<file path="src/rtl/store_buffer_pkg.sv">
// rtl/store_buffer_pkg.sv - shared types and helpers for the posted-write store buffer
//
// Provides the word-address width, the buffered entry layout and a clog2
// helper used to size the FIFO pointers and the occupancy count.
package store_buffer_pkg;

    localparam int WORD_ADDR_W = 30;

    typedef struct packed {
        logic [WORD_ADDR_W-1:0] addr;
        logic [31:0]            data;
    } sb_entry_t;

    function automatic int clog2(input int value);
        int result;
        result = 0;
        for (int v = value - 1; v > 0; v = v >> 1) begin
            result++;
        end
        return result;
    endfunction

endpackage

</file>
<file path="src/rtl/store_buffer_match.sv">
// rtl/store_buffer_match.sv - youngest-entry address match search over the store FIFO
//
// Ports:
//   entries  in   FIFO storage (all DEPTH slots, valid or not)
//   head     in   index of the oldest valid entry
//   count    in   number of valid entries
//   word     in   word address being looked up
//   hit      out  at least one valid entry holds this word address
//   data     out  data of the youngest matching valid entry (0 when no hit)
module store_buffer_match
    import store_buffer_pkg::*;
#(
    parameter int DEPTH = 4,
    parameter int PTR_W = 2,
    parameter int CNT_W = 3
) (
    input  sb_entry_t              entries [DEPTH],
    input  logic [PTR_W-1:0]       head,
    input  logic [CNT_W-1:0]       count,
    input  logic [WORD_ADDR_W-1:0] word,
    output logic                   hit,
    output logic [31:0]            data
);

    logic [PTR_W-1:0] idx;

    // Walk from oldest to youngest; a later match overwrites an earlier one,
    // so the youngest matching store wins.
    always_comb begin
        hit  = 1'b0;
        data = '0;
        idx  = head;
        for (int i = 0; i < DEPTH; i++) begin
            idx = head + PTR_W'(i);
            if ((CNT_W'(i) < count) && (entries[idx].addr == word)) begin
                hit  = 1'b1;
                data = entries[idx].data;
            end
        end
    end

endmodule

</file>
<file path="src/rtl/store_buffer.sv">
// rtl/store_buffer.sv - posted-write store FIFO sharing the data memory port with loads
//
// Stores are queued and retired one per cycle whenever no load owns the
// memory port. Loads have priority on the port.
// Build option STORE_BUF_FWD_EN: when defined, loads take data from the
// youngest buffered store to the same word; when undefined, such loads stall
// (ld_stall=1) while the buffer drains until no buffered entry matches.
//
// Ports:
//   clk, rst_n           clock (rising edge), asynchronous active-low reset
//   st_valid/st_ready    store handshake; st_addr (byte address), st_data
//   ld_en, ld_addr       load request (byte address); ld_data result
//   ld_stall             load cannot complete this cycle
//   empty                no stores pending
//   mem_WE/mem_addr/mem_WD/mem_RD  single-port data memory, combinational read
module store_buffer
    import store_buffer_pkg::*;
#(
    parameter int DEPTH = 4
) (
    input  logic        clk,
    input  logic        rst_n,
    input  logic        st_valid,
    output logic        st_ready,
    input  logic [31:0] st_addr,
    input  logic [31:0] st_data,
    input  logic        ld_en,
    input  logic [31:0] ld_addr,
    output logic [31:0] ld_data,
    output logic        ld_stall,
    output logic        empty,
    output logic        mem_WE,
    output logic [31:0] mem_addr,
    output logic [31:0] mem_WD,
    input  logic [31:0] mem_RD
);

    localparam int PTR_W = clog2(DEPTH);
    localparam int CNT_W = PTR_W + 1;
    localparam logic [CNT_W-1:0] FULL_COUNT = CNT_W'(DEPTH);

    sb_entry_t        entries [DEPTH];
    sb_entry_t        head_entry;
    logic [PTR_W-1:0] head;
    logic [PTR_W-1:0] tail;
    logic [CNT_W-1:0] count;

    logic             hit;
    logic [31:0]      fwd_data;
    logic             load_active;
    logic             drain;
    logic             enq;

    store_buffer_match #(
        .DEPTH (DEPTH),
        .PTR_W (PTR_W),
        .CNT_W (CNT_W)
    ) u_match (
        .entries (entries),
        .head    (head),
        .count   (count),
        .word    (ld_addr[31:2]),
        .hit     (hit),
        .data    (fwd_data)
    );

    // Byte-offset bits of the addresses are ignored by design.
    logic unused_bits;

`ifdef STORE_BUF_FWD_EN
    assign unused_bits = ^{st_addr[1:0], ld_addr[1:0]};
    assign ld_stall    = 1'b0;
    assign load_active = ld_en;
    assign ld_data     = !ld_en ? 32'd0 : (hit ? fwd_data : mem_RD);
`else
    // Without forwarding a matching load yields the port so the buffer can
    // drain the conflicting entries; it completes once nothing matches.
    assign unused_bits = ^{st_addr[1:0], ld_addr[1:0], fwd_data};
    assign ld_stall    = ld_en && hit;
    assign load_active = ld_en && !hit;
    assign ld_data     = load_active ? mem_RD : 32'd0;
`endif

    assign head_entry = entries[head];
    assign st_ready   = (count != FULL_COUNT);
    assign empty      = (count == '0);
    assign enq        = st_valid && st_ready;
    assign drain      = !load_active && (count != '0);

    assign mem_WE   = drain;
    assign mem_WD   = drain ? head_entry.data : 32'd0;
    assign mem_addr = load_active ? ld_addr
                    : drain       ? {head_entry.addr, 2'b00}
                    :               32'd0;

    always_ff @(posedge clk or negedge rst_n) begin
        if (!rst_n) begin
            head  <= '0;
            tail  <= '0;
            count <= '0;
        end else begin
            if (enq) begin
                tail <= tail + PTR_W'(1);
            end
            if (drain) begin
                head <= head + PTR_W'(1);
            end
            case ({enq, drain})
                2'b10:   count <= count + CNT_W'(1);
                2'b01:   count <= count - CNT_W'(1);
                default: count <= count;
            endcase
        end
    end

    // Entry storage is deliberately not reset; validity comes from count.
    always_ff @(posedge clk) begin
        if (enq) begin
            entries[tail] <= {st_addr[31:2], st_data};
        end
    end

endmodule

</file>
<file path="config.mk">
export PLATFORM = sky130hd
export DESIGN_NAME = store_buffer
export DESIGN_NICKNAME = d
export VERILOG_FILES = /design/src/rtl/store_buffer_pkg.sv /design/src/rtl/store_buffer_match.sv /design/src/rtl/store_buffer.sv
export SDC_FILE = /design/constraint.sdc
export NUM_CORES = 1
export LEC_CHECK = 0
export CAP_MARGIN = 5
export CORE_MARGIN = 4
export CORE_UTILIZATION = 59
export DETAILED_ROUTE_END_ITERATION = 8
export GPL_TIMING_DRIVEN = 1
export PLACE_DENSITY = 0.94
export SLEW_MARGIN = 0
export SYNTH_ARGS = -nofsm -noshare
export SYNTH_HDL_FRONTEND = slang
export SYNTH_SLANG_ARGS = --single-unit
export TNS_END_PERCENT = 10
</file>
<file path="constraint.sdc">
create_clock -name clk -period 15.1 [get_ports clk]
set_input_delay 4.53 -clock clk [delete_from_list [all_inputs] [get_ports clk]]
set_output_delay 4.53 -clock clk [all_outputs]
set_load 0.02 [all_outputs]
</file>
==> results.sh <==
export IMPL_syn_cell_area_mm2=0.0143
export IMPL_wl_per_cell_um=24.2
export IMPL_cts_made_buffers=26
export IMPL_min_period_ns=12.96
export IMPL_clk_latency_ns=0.54
export IMPL_status="completed"
export IMPL_clk_pin_slew_ns=0.06
export IMPL_critPathCaptureType="output pin"
export IMPL_io_buffer_count=229
export IMPL_synthDistinctLibCells=60
export IMPL_fp_dieH_um=164
export IMPL_synth_fp_nets=1129
export IMPL_drt_iter0_drc=934
export IMPL_nFillCells=1572
export IMPL_ctsHoldBuffers=0
export IMPL_cts_root_buffer="clkbuf_16"
export IMPL_worstHoldPathType="reg2reg"
export IMPL_antenna_left=0
export IMPL_cts_max_level=1
export IMPL_synth_seq_cells=255
export IMPL_cp_start_kind="primary input"
export IMPL_setup_viol=0
export IMPL_finalMaxSlewViolations=0
export IMPL_worst_ep_arrival_time_ns=8.43
export IMPL_fin_nets=1329
export IMPL_synth_area_top_cells="edfxtp_1, mux4_2, mux2i_1, xnor2_1, and2_1"
export IMPL_tritoncts="built"
export IMPL_critPathMaxFanout=28
export IMPL_clockBufferDepth=3
export IMPL_die_width_um=164
export IMPL_fp_dieArea_mm2=0.0269
export IMPL_grt_usage_pct=27.2
export IMPL_hold_viol=0
export IMPL_rsz0062_at_grt="false"
export IMPL_drc_errors=0
export IMPL_p_leak_nw=6.17
export IMPL_ctsResizeCount=0
export IMPL_grt_pass1_wl_mm=55.9
export IMPL_io_pins=232
export IMPL_ys_seq_area_share_pct=53.2
export IMPL_synthFlopType="edfxtp_1"
export IMPL_rows=56
export IMPL_grt_pass1_vias=9635
export IMPL_worst_slack_ns=2.14
export IMPL_maxSlewHeadroom_pct=33.4
export IMPL_wl_mm=36.9
export IMPL_tightest_slew_ns=0.999
export IMPL_design_area_mm2=0.0175
export IMPL_async_flop_share_pct=2.75
export IMPL_p_per_area_mw_per_mm2=188
export IMPL_post_route_period_util_pct=85.8
export IMPL_timing_hold_ws_ns=0.604
export IMPL_post_dp_hpwl_mm=25.7
export IMPL_vias=9447
export IMPL_syn_instance_count=988
export IMPL_slowest_stage="clkdlybuf4s50_1"
export IMPL_maxCapViolCount=0
export IMPL_ys_warn_count=0
export IMPL_path_cells="clkdlybuf4s50_1 -> inv_1 -> xnor2_1 -> nor4_1 -> o2111ai_1 -> nor4_1 -> o2bb2ai_2 -> nor3_2 -> buf_4 -> mux2i_1 -> clkdlybuf4s50_1"
export IMPL_drt_pass1_iter_count=7
export IMPL_core_area_mm2=0.0237
export IMPL_synth_area_per_cell_um2=14.5
export IMPL_max_freq_ghz=0.0772
export IMPL_grt_max_degree=137
export IMPL_area_delta_synth_final_pct=22.1
export IMPL_globalplace_congestion=0.959
export IMPL_synth_top_cell_by_area="edfxtp_1"
export IMPL_path_class="in2out"
export IMPL_synth_edff_count=248
export IMPL_cts_setup_buffers=0
export IMPL_tns_ns=0
export IMPL_initial_core_util_pct=60.5
export IMPL_drive_gt1_share_pct=13.1
export IMPL_pre_cts_ws_ns=2.34
export IMPL_cp_data_required_time_ns=10.57
export IMPL_grt_antenna_before_repair=1
export IMPL_fin_skew_ns=0.0103
export IMPL_ir_drop_mv=0.125
export IMPL_overflow=0
export IMPL_synth_top_area_share_pct=52.0
export IMPL_cpPeakStageDelay_ns=0.71
export IMPL_clock_sinks=255
export IMPL_postPlaceCellArea_mm2=0.0167
export IMPL_via_per_inst=6.19
metrics by stage:
stage	utilization, %	total power, mW	instances
global route	73.9	3.44	1525
CTS	73.9	3.30	1525
detailed placement	70.5	2.67	1479
finish	73.9	3.29	1526
global placement	70.5	2.63	1479
floorplan	-	2.22	988
cells by family after synthesis:
| group | share of synthesized area [%] |
|---|---|
| DFF | 53.2 |
| AOI/OAI and AO/OA | 4.08 |
| muxes | 23.7 |
| adders and majority gates | 0.786 |
| xor gates and xnor gates | 6.97 |
| buffers and inverters | 4.22 |
| and+or+nand+nor | 7.12 |
cells in the mapped netlist (all sizes together), types with 18 or more instances:
master	count
and2	36
buf	45
clkbuf	24
edfxtp	248
inv	35
mux2	18
mux2i	139
mux4	79
nand2	45
nor2	23
nor2b	27
xnor2	111
power breakdown:
| part | switching [mW] | internal [mW] | leakage (nW) |
|---|---|---|---|
| sequential | 0.0944 | 0.940 | 2.35 |
| clock | 0.259 | 0.350 | 0.393 |
| combinational | 0.878 | 0.768 | 3.42 |
cell usage in the layout, fill, tap and decap left out, drive strengths merged, types with 13 or more instances in the layout:
| master | count |
|---|---|
| edfxtp | 248 |
| mux2 | 18 |
| mux2i | 139 |
| a21oi | 14 |
| nor4 | 15 |
| mux4 | 79 |
| clkdlybuf4s50 | 229 |
| inv | 35 |
| clkinv | 13 |
| nor2 | 23 |
| xnor2 | 111 |
| nand2 | 45 |
| nor2b | 27 |
| and2 | 36 |
| clkbuf | 29 |
sequential cells by signal (all words and copies together) (netlist names):
name     cells
count        3
entries    248
head         2
tail         2
layer usage:
| metal | wire (um) | part of all wire, % | global-route usage, % |
|---|---|---|---|
| met2 | 18500 | 50 | 46.3 |
| met5 | 7 | 0.019 | 0 |
| met3 | 3780 | 10 | 6.62 |
| met1 | 13600 | 37 | 35.2 |
| met4 | 1030 | 2.8 | 7.55 |
worst max-delay path, delay by kind of cell:
| kind | cells | cell delay [ns] |
|---|---|---|
| buffers and inverters | 4 | 1.80 |
| AOI/OAI and AO/OA | 2 | 0.49 |
| and+or+nand+nor | 3 | 1.08 |
| xor gates and xnor gates | 1 | 0.15 |
| muxes | 1 | 0.34 |
layout make-up:
| type | instances | area, um^2 | area share (%) |
|---|---|---|---|
| Antenna cell | 1 | 2.50 | 0.0143 |
| Timing Repair Buffer | 241 | 2390 | 13.7 |
| Multi-Input combinational cell | 629 | 6130 | 35.0 |
| Inverter | 35 | 131 | 0.751 |
| Clock buffer | 29 | 662 | 3.78 |
| Clock inverter | 17 | 151 | 0.865 |
| Tap cell | 319 | 399 | 2.28 |
| Sequential cell | 255 | 7630 | 43.6 |
path summary, 6_finish.rpt:
kind | endpoint | slack [ns] | depth (start not counted) | startpoint
worst max-delay path | mem_addr[9] | 2.14 | 11 | ld_addr[23]
worst min-delay path | count[1] | 0.60 | 2 | count[1]
worst max register to register | count[2] | 9.74 | 14 | head[1]
worst min register to register | count[1] | 0.60 | 2 | count[1]
max in group asynchronous | head[0] | 10.53 | 1 | rst_n
min in group asynchronous | count[0] | 4.27 | 1 | rst_n
No activity file was read; power rests on OpenSTA's default activity.
